`config.mk`:
```
export PLATFORM = sky130hd
export DESIGN_NAME = port_bus_arb
export DESIGN_NICKNAME = d
export VERILOG_FILES = /design/src/rtl/port_bus_arb_pkg.sv /design/src/rtl/port_bus_arb_pick.sv /design/src/rtl/port_bus_arb.sv
export SDC_FILE = /design/constraint.sdc
export NUM_CORES = 1
export LEC_CHECK = 0
export CAP_MARGIN = 20
export CORE_ASPECT_RATIO = 0.75
export CORE_MARGIN = 3
export CORE_UTILIZATION = 43
export DETAILED_ROUTE_END_ITERATION = 10
export GPL_ROUTABILITY_DRIVEN = 0
export PLACE_DENSITY = 0.8
export SLEW_MARGIN = 10
export SYNTH_ARGS = -nofsm -noshare
export SYNTH_HDL_FRONTEND = slang
export SYNTH_HIERARCHICAL = 1
export SYNTH_SLANG_ARGS = --single-unit
```
`constraint.sdc`:
```
create_clock -name clk -period 2.1 [get_ports clk]
set_clock_uncertainty 0.2 [all_clocks]
set_input_delay 0.525 -clock clk [delete_from_list [all_inputs] [get_ports clk]]
set_output_delay 0.525 -clock clk [all_outputs]
set_load 0.02 [all_outputs]
```
`src/rtl/port_bus_arb_pkg.sv`:
```
// -----------------------------------------------------------------------------
// port_bus_arb_pkg
// Shared definitions for the two-requester port bus arbiter.
//   state_t  : FSM encoding (IDLE=0, SETUP=1, STROBE=2, DONE=3)
//   grant_t  : requester index (0 = MCU bridge, 1 = LED refresh engine)
//   ADDR_W   : port address width
//   DATA_W   : port data width
//   CNT_W    : strobe down-counter width (covers strobe widths up to 15)
// -----------------------------------------------------------------------------
package port_bus_arb_pkg;

    localparam int ADDR_W = 7;
    localparam int DATA_W = 8;
    localparam int CNT_W  = 4;

    typedef enum logic [1:0] {
        ST_IDLE   = 2'd0,
        ST_SETUP  = 2'd1,
        ST_STROBE = 2'd2,
        ST_DONE   = 2'd3
    } state_t;

    typedef logic grant_t;

    localparam grant_t GRANT_REQ0 = 1'b0;
    localparam grant_t GRANT_REQ1 = 1'b1;

endpackage

```
`src/rtl/port_bus_arb_pick.sv`:
```
// -----------------------------------------------------------------------------
// port_arb_pick
// Combinational winner selection for the port bus arbiter.
//   i_req0, i_req1 : pending requests
//   i_last         : requester granted most recently
//   o_valid        : at least one request is pending
//   o_grant        : winning requester index (meaningful when o_valid)
// On a tie the requester that was NOT granted last wins. A parent that wants
// fixed priority simply ties i_last to requester 1 so requester 0 always wins.
// -----------------------------------------------------------------------------
module port_arb_pick
    import port_bus_arb_pkg::*;
(
    input  logic   i_req0,
    input  logic   i_req1,
    input  grant_t i_last,
    output logic   o_valid,
    output grant_t o_grant
);

    always_comb begin
        o_valid = i_req0 | i_req1;
        o_grant = GRANT_REQ0;
        if (i_req0 && i_req1) begin
            o_grant = (i_last == GRANT_REQ0) ? GRANT_REQ1 : GRANT_REQ0;
        end else if (i_req1) begin
            o_grant = GRANT_REQ1;
        end
    end

endmodule

```
`src/rtl/port_bus_arb.sv`:
```
// -----------------------------------------------------------------------------
// port_bus_arb
// Arbitrates two requesters (0: MCU bridge, 1: LED refresh engine) onto a
// single strobed port bus, one transaction at a time:
//   IDLE -> SETUP (1 cycle) -> STROBE (STB_W cycles) -> DONE (1 cycle) -> IDLE
//
// Parameter
//   STB_W         : strobe low-width in clk cycles, legal 1..15
// Ports
//   clk, rst_n    : clock, asynchronous active-low reset
//   reqN/weN      : level request (held until ackN), write(1)/read(0)
//   addrN/wdataN  : port address / write data, sampled at grant
//   ackN          : one-cycle completion pulse (DONE state)
//   rdataN        : read data, updated only by requester N's reads
//   port_wr_n     : active-low write strobe
//   port_rd_n     : active-low read strobe
//   port_addr     : port address (0 while idle)
//   port_wr_data  : port write data (0 while idle)
//   port_rd_data  : read data returned by the port block
//   busy          : high whenever the FSM is not in IDLE
//
// Configuration macro
//   PORT_ARB_RR_EN : when defined, ties are resolved round-robin using a
//                    last-grant pointer; otherwise requester 0 always wins
//                    ties and no pointer register exists.
// -----------------------------------------------------------------------------
module port_bus_arb
    import port_bus_arb_pkg::*;
#(
    parameter int STB_W = 1
)
(
    input  logic              clk,
    input  logic              rst_n,

    input  logic              req0,
    input  logic              we0,
    input  logic [ADDR_W-1:0] addr0,
    input  logic [DATA_W-1:0] wdata0,
    output logic              ack0,
    output logic [DATA_W-1:0] rdata0,

    input  logic              req1,
    input  logic              we1,
    input  logic [ADDR_W-1:0] addr1,
    input  logic [DATA_W-1:0] wdata1,
    output logic              ack1,
    output logic [DATA_W-1:0] rdata1,

    output logic              port_wr_n,
    output logic              port_rd_n,
    output logic [ADDR_W-1:0] port_addr,
    output logic [DATA_W-1:0] port_wr_data,
    input  logic [DATA_W-1:0] port_rd_data,

    output logic              busy
);

    // Counter is loaded with STB_W-1 so that reaching zero marks the last
    // strobe cycle, giving exactly STB_W strobe cycles.
    localparam logic [CNT_W-1:0] STB_LOAD = CNT_W'(STB_W - 1);

    state_t            r_state;
    state_t            w_state_next;

    grant_t            r_win;
    logic              r_we;
    logic [ADDR_W-1:0] r_addr;
    logic [DATA_W-1:0] r_wdata;
    logic [DATA_W-1:0] r_rdata0;
    logic [DATA_W-1:0] r_rdata1;
    logic [CNT_W-1:0]  r_cnt;

    logic              w_valid;
    grant_t            w_grant;
    grant_t            w_last;
    logic              w_grant_now;
    logic              w_strobe_last;

    assign w_grant_now   = (r_state == ST_IDLE) && w_valid;
    assign w_strobe_last = (r_state == ST_STROBE) && (r_cnt == '0);

    // -------------------------------------------------------------------------
    // Tie-break pointer
    // -------------------------------------------------------------------------
`ifdef PORT_ARB_RR_EN
    grant_t r_last;

    always_ff @(posedge clk or negedge rst_n) begin
        if (!rst_n) begin
            r_last <= GRANT_REQ0;
        end else if (w_grant_now) begin
            r_last <= w_grant;
        end
    end

    assign w_last = r_last;
`else
    // Pretending requester 1 always had the last grant makes requester 0 win
    // every tie, i.e. fixed priority.
    assign w_last = GRANT_REQ1;
`endif

    port_arb_pick u_pick (
        .i_req0  (req0),
        .i_req1  (req1),
        .i_last  (w_last),
        .o_valid (w_valid),
        .o_grant (w_grant)
    );

    // -------------------------------------------------------------------------
    // FSM: state register
    // -------------------------------------------------------------------------
    always_ff @(posedge clk or negedge rst_n) begin
        if (!rst_n) begin
            r_state <= ST_IDLE;
        end else begin
            r_state <= w_state_next;
        end
    end

    // -------------------------------------------------------------------------
    // FSM: next-state logic
    // -------------------------------------------------------------------------
    always_comb begin
        w_state_next = r_state;
        case (r_state)
            ST_IDLE: begin
                if (w_valid) begin
                    w_state_next = ST_SETUP;
                end
            end
            ST_SETUP: begin
                w_state_next = ST_STROBE;
            end
            ST_STROBE: begin
                if (w_strobe_last) begin
                    w_state_next = ST_DONE;
                end
            end
            ST_DONE: begin
                w_state_next = ST_IDLE;
            end
            default: begin
                w_state_next = ST_IDLE;
            end
        endcase
    end

    // -------------------------------------------------------------------------
    // Transaction datapath: request latch, strobe counter, read capture.
    // The request is copied at grant, so later changes on the requester's
    // inputs (including dropping req) cannot disturb the transaction.
    // -------------------------------------------------------------------------
    always_ff @(posedge clk or negedge rst_n) begin
        if (!rst_n) begin
            r_win    <= GRANT_REQ0;
            r_we     <= 1'b0;
            r_addr   <= '0;
            r_wdata  <= '0;
            r_cnt    <= '0;
            r_rdata0 <= '0;
            r_rdata1 <= '0;
        end else begin
            if (w_grant_now) begin
                r_win <= w_grant;
                if (w_grant == GRANT_REQ0) begin
                    r_we    <= we0;
                    r_addr  <= addr0;
                    r_wdata <= wdata0;
                end else begin
                    r_we    <= we1;
                    r_addr  <= addr1;
                    r_wdata <= wdata1;
                end
            end

            if (r_state == ST_SETUP) begin
                r_cnt <= STB_LOAD;
            end else if ((r_state == ST_STROBE) && (r_cnt != '0)) begin
                r_cnt <= r_cnt - 1'b1;
            end

            if (w_strobe_last && !r_we) begin
                if (r_win == GRANT_REQ0) begin
                    r_rdata0 <= port_rd_data;
                end else begin
                    r_rdata1 <= port_rd_data;
                end
            end
        end
    end

    // -------------------------------------------------------------------------
    // FSM: outputs, decoded from state so an asynchronous reset releases the
    // strobes and clears the bus immediately.
    // -------------------------------------------------------------------------
    always_comb begin
        port_wr_n    = 1'b1;
        port_rd_n    = 1'b1;
        port_addr    = '0;
        port_wr_data = '0;
        ack0         = 1'b0;
        ack1         = 1'b0;
        busy         = (r_state != ST_IDLE);

        if (r_state != ST_IDLE) begin
            port_addr    = r_addr;
            port_wr_data = r_wdata;
        end

        if (r_state == ST_STROBE) begin
            // Only one of the two strobes can be selected by r_we.
            port_wr_n = !r_we;
            port_rd_n = r_we;
        end

        if (r_state == ST_DONE) begin
            ack0 = (r_win == GRANT_REQ0);
            ack1 = (r_win == GRANT_REQ1);
        end
    end

    assign rdata0 = r_rdata0;
    assign rdata1 = r_rdata1;

endmodule

```
==> impl_metrics.json <==
{
  "synth-edff-count": 0,
  "period_share": 0.987,
  "synth_area_um2": 1950,
  "avgSynthCellArea_um2": 11.4,
  "finalCriticalPeriod_ns": 2.07,
  "ys_async_sr_fraction": 1.00,
  "root_buffer": "clkbuf_8",
  "rows": 20,
  "worst-endpoint-arrival_ns": 1.35,
  "pin_count": 80,
  "drv_cap": 0,
  "placedCellCount": 312,
  "switching_power_uw": 1670,
  "synth_seq_cells": 39,
  "cp.required_ns": 1.37,
  "worstPathMaxFanout": 3,
  "vdd.ir_drop.worst_uv": 703,
  "wl_um": 4500,
  "cts.sinks": 39,
  "path_class": "reg -> out",
  "p_clk_frac": 0.125,
  "clockBufferDepth": 2,
  "met3_usage": 0.0477,
  "synth_cell_type_count": 31,
  "grt_pass1_wl_um": 7620,
  "routed_via_density": 4.84,
  "vias": 1553,
  "cts_buffers": 5,
  "met1_usage": 0.226,
  "power_density_nw_per_um2": 1440,
  "final_util": 0.708,
  "clkLatencyLatePin_ns": 0.28,
  "finalPower_uw": 4270,
  "start_util": 0.465,
  "setup.worst_path.start_class": "flop",
  "crit_path_end_kind": "output port",
  "cts_tree": "done",
  "drc": 0,
  "first_global_vias": 1636,
  "dieArea_um2": 5400,
  "yosys_warnings": 6,
  "layout_common_cells": "58 x clkdlybuf4s50_1, 39 x dfrtp_1, 20 x nor2_1",
  "htree_levels": 2,
  "clk_pin_slew_worst_paths_ns": 0.07,
  "dp_hpwl_um": 3430,
  "grtUsageMet2": 0.296,
  "hp-class": "reg -> reg",
  "tns_ns": 0,
  "timing.hold.ws_ns": 0.306,
  "diodes": 0,
  "sw_frac_of_total": 0.392,
  "power_leakage_uw": 0.00131,
  "post_cts.repair.setup_buffers": 0,
  "antenna_found_initial": 0,
  "core_um2": 4200,
  "grt_use_total": 0.176,
  "p_comb_frac": 0.576,
  "area_delta_synth_final_pct": 52.2,
  "pwr-share-seq": 0.299,
  "ys_seq_area_frac": 0.499,
  "postRouteAntennaNets": 0,
  "nets": 316,
  "layout_commonest_cell": "clkdlybuf4s50_1",
  "wire_per_inst_um": 14.0,
  "drt_iter0_drc": 43,
  "synth_cells": 172,
  "maxSlewViolCount": 0,
  "grt_max_degree": 22,
  "internal_power_uw": 2600,
  "grt_setup_unrepaired": "yes",
  "hold_viol": 0,
  "synthesis.nets": 223,
  "synth_ff_type": "dfrtp_1",
  "die_width_um": 83.8,
  "status": "finished clean",
  "grt_overflow": 0,
  "chipHeight_um": 64.4,
  "final_cell_count_no_fill": 321,
  "final_layout_size_suffix_gt1_frac": 0.286,
  "fmax_mhz": 483,
  "finalSetupViolCount": 0,
  "top_usage_layer": "met2",
  "drt_pass1_iterations": 4,
  "port_buffers": 79
}
[cell usage after synthesis (2+ instances only)]
| cell type | instances | area share |
|---|---|---|
| mux2_2 | 17 | 0.098 |
| buf_2 | 5 | 0.013 |
| ha_1 | 7 | 0.045 |
| dfrtp_1 | 39 | 0.50 |
| buf_4 | 2 | 0.0077 |
| nor2b_1 | 17 | 0.054 |
| inv_1 | 5 | 0.0096 |
| mux2i_1 | 17 | 0.087 |
| nand2_1 | 3 | 0.0058 |
| and2b_2 | 2 | 0.0090 |
| a21oi_1 | 18 | 0.046 |
| and2_1 | 2 | 0.0064 |
| nor2_1 | 20 | 0.038 |
[layer usage]
layer  wire length, um  up-vias  share of wire
met5                 0        -              0
met4                25        0         0.0056
met3               297        2          0.066
met2              2160       62           0.48
met1              2020      722           0.45
li1                  -      767              -
[power groups by stage]
stage / sequential [uW] / clock (uW) / combinational (uW)
2_1_floorplan: 1460 / 0 / 1170
6_report: 1280 / 535 / 2460
5_1_grt: 1320 / 583 / 2640
3_3_place_gp: 1280 / 0 / 2530
4_1_cts: 1270 / 549 / 2380
3_5_place_dp: 1280 / 0 / 2590
[final timing paths]
path / from / end / slack [ns] / cells past startpoint
worst min-delay path: rdata1[7]$_DFFE_PN0P_ / rdata1[7]$_DFFE_PN0P_ / 0.31 / 1
max in group asynchronous: rst_n / r_addr[6]$_DFFE_PN0P_ / 0.62 / 3
min in group asynchronous: rst_n / rdata1[1]$_DFFE_PN0P_ / 0.52 / 2
worst min register to register: rdata1[7]$_DFFE_PN0P_ / rdata1[7]$_DFFE_PN0P_ / 0.31 / 1
worst max register to register: r_state[1]$_DFFE_PN0P_ / rdata0[3]$_DFFE_PN0P_ / 0.13 / 6
worst max-delay path: r_state[0]$_DFFE_PN0P_ / port_rd_n / 0.03 / 5
[sequential cells by signal, indices dropped and copies added (netlist names)]
| register | flops |
|---|---|
| r_wdata | 8 |
| rdata1 | 8 |
| r_state | 2 |
| rdata0 | 8 |
| r_addr | 7 |
| r_cnt | 4 |
| r_we | 1 |
| r_win | 1 |
[cells by family (layout without fill, tap and decap cells)]
group	count (synthesis)	after routing	share of synthesized area
other	1	1	0.00192
and+or+nand+nor	54	54	0.162
buffers and inverters	13	107	0.0320
adders and majority gates	7	7	0.0448
DFF	39	39	0.499
AOI/OAI and AO/OA	23	23	0.0691
muxes	35	35	0.191
[worst max-delay path, stage by stage, from the launching register on]
cell and delay [ns]:
dfrtp_1 0.39, inv_2 0.09, buf_6 0.11, ha_4 0.12, or2b_1 0.23, buf_6 0.13
[cell type report]
cell class                      instances  area (um2)
Clock buffer                            8         100
Timing Repair Buffer                   94         860
Fill cell                             330        1230
Sequential cell                        39         976
Inverter                                5        18.8
Tap cell                               55        68.8
Multi-Input combinational cell        120         952
[timing repair]
item	CTS	global route
hold buffers	1	0
hold endpoints to repair	19	0
gates resized for setup	81	17
pin swaps	0	1
gates cloned	0	0
setup endpoints to repair	20	17
[stage by stage]
stage	worst slack, ns	cell area (um2)
3_5_place_dp	-0.200	2900
4_1_cts	-0.0459	2930
6_report	0.0279	2980
2_1_floorplan	0.113	1950
5_1_grt	-0.0330	2980
3_3_place_gp	-0.113	2900
(Power assumes the default switching activity.)
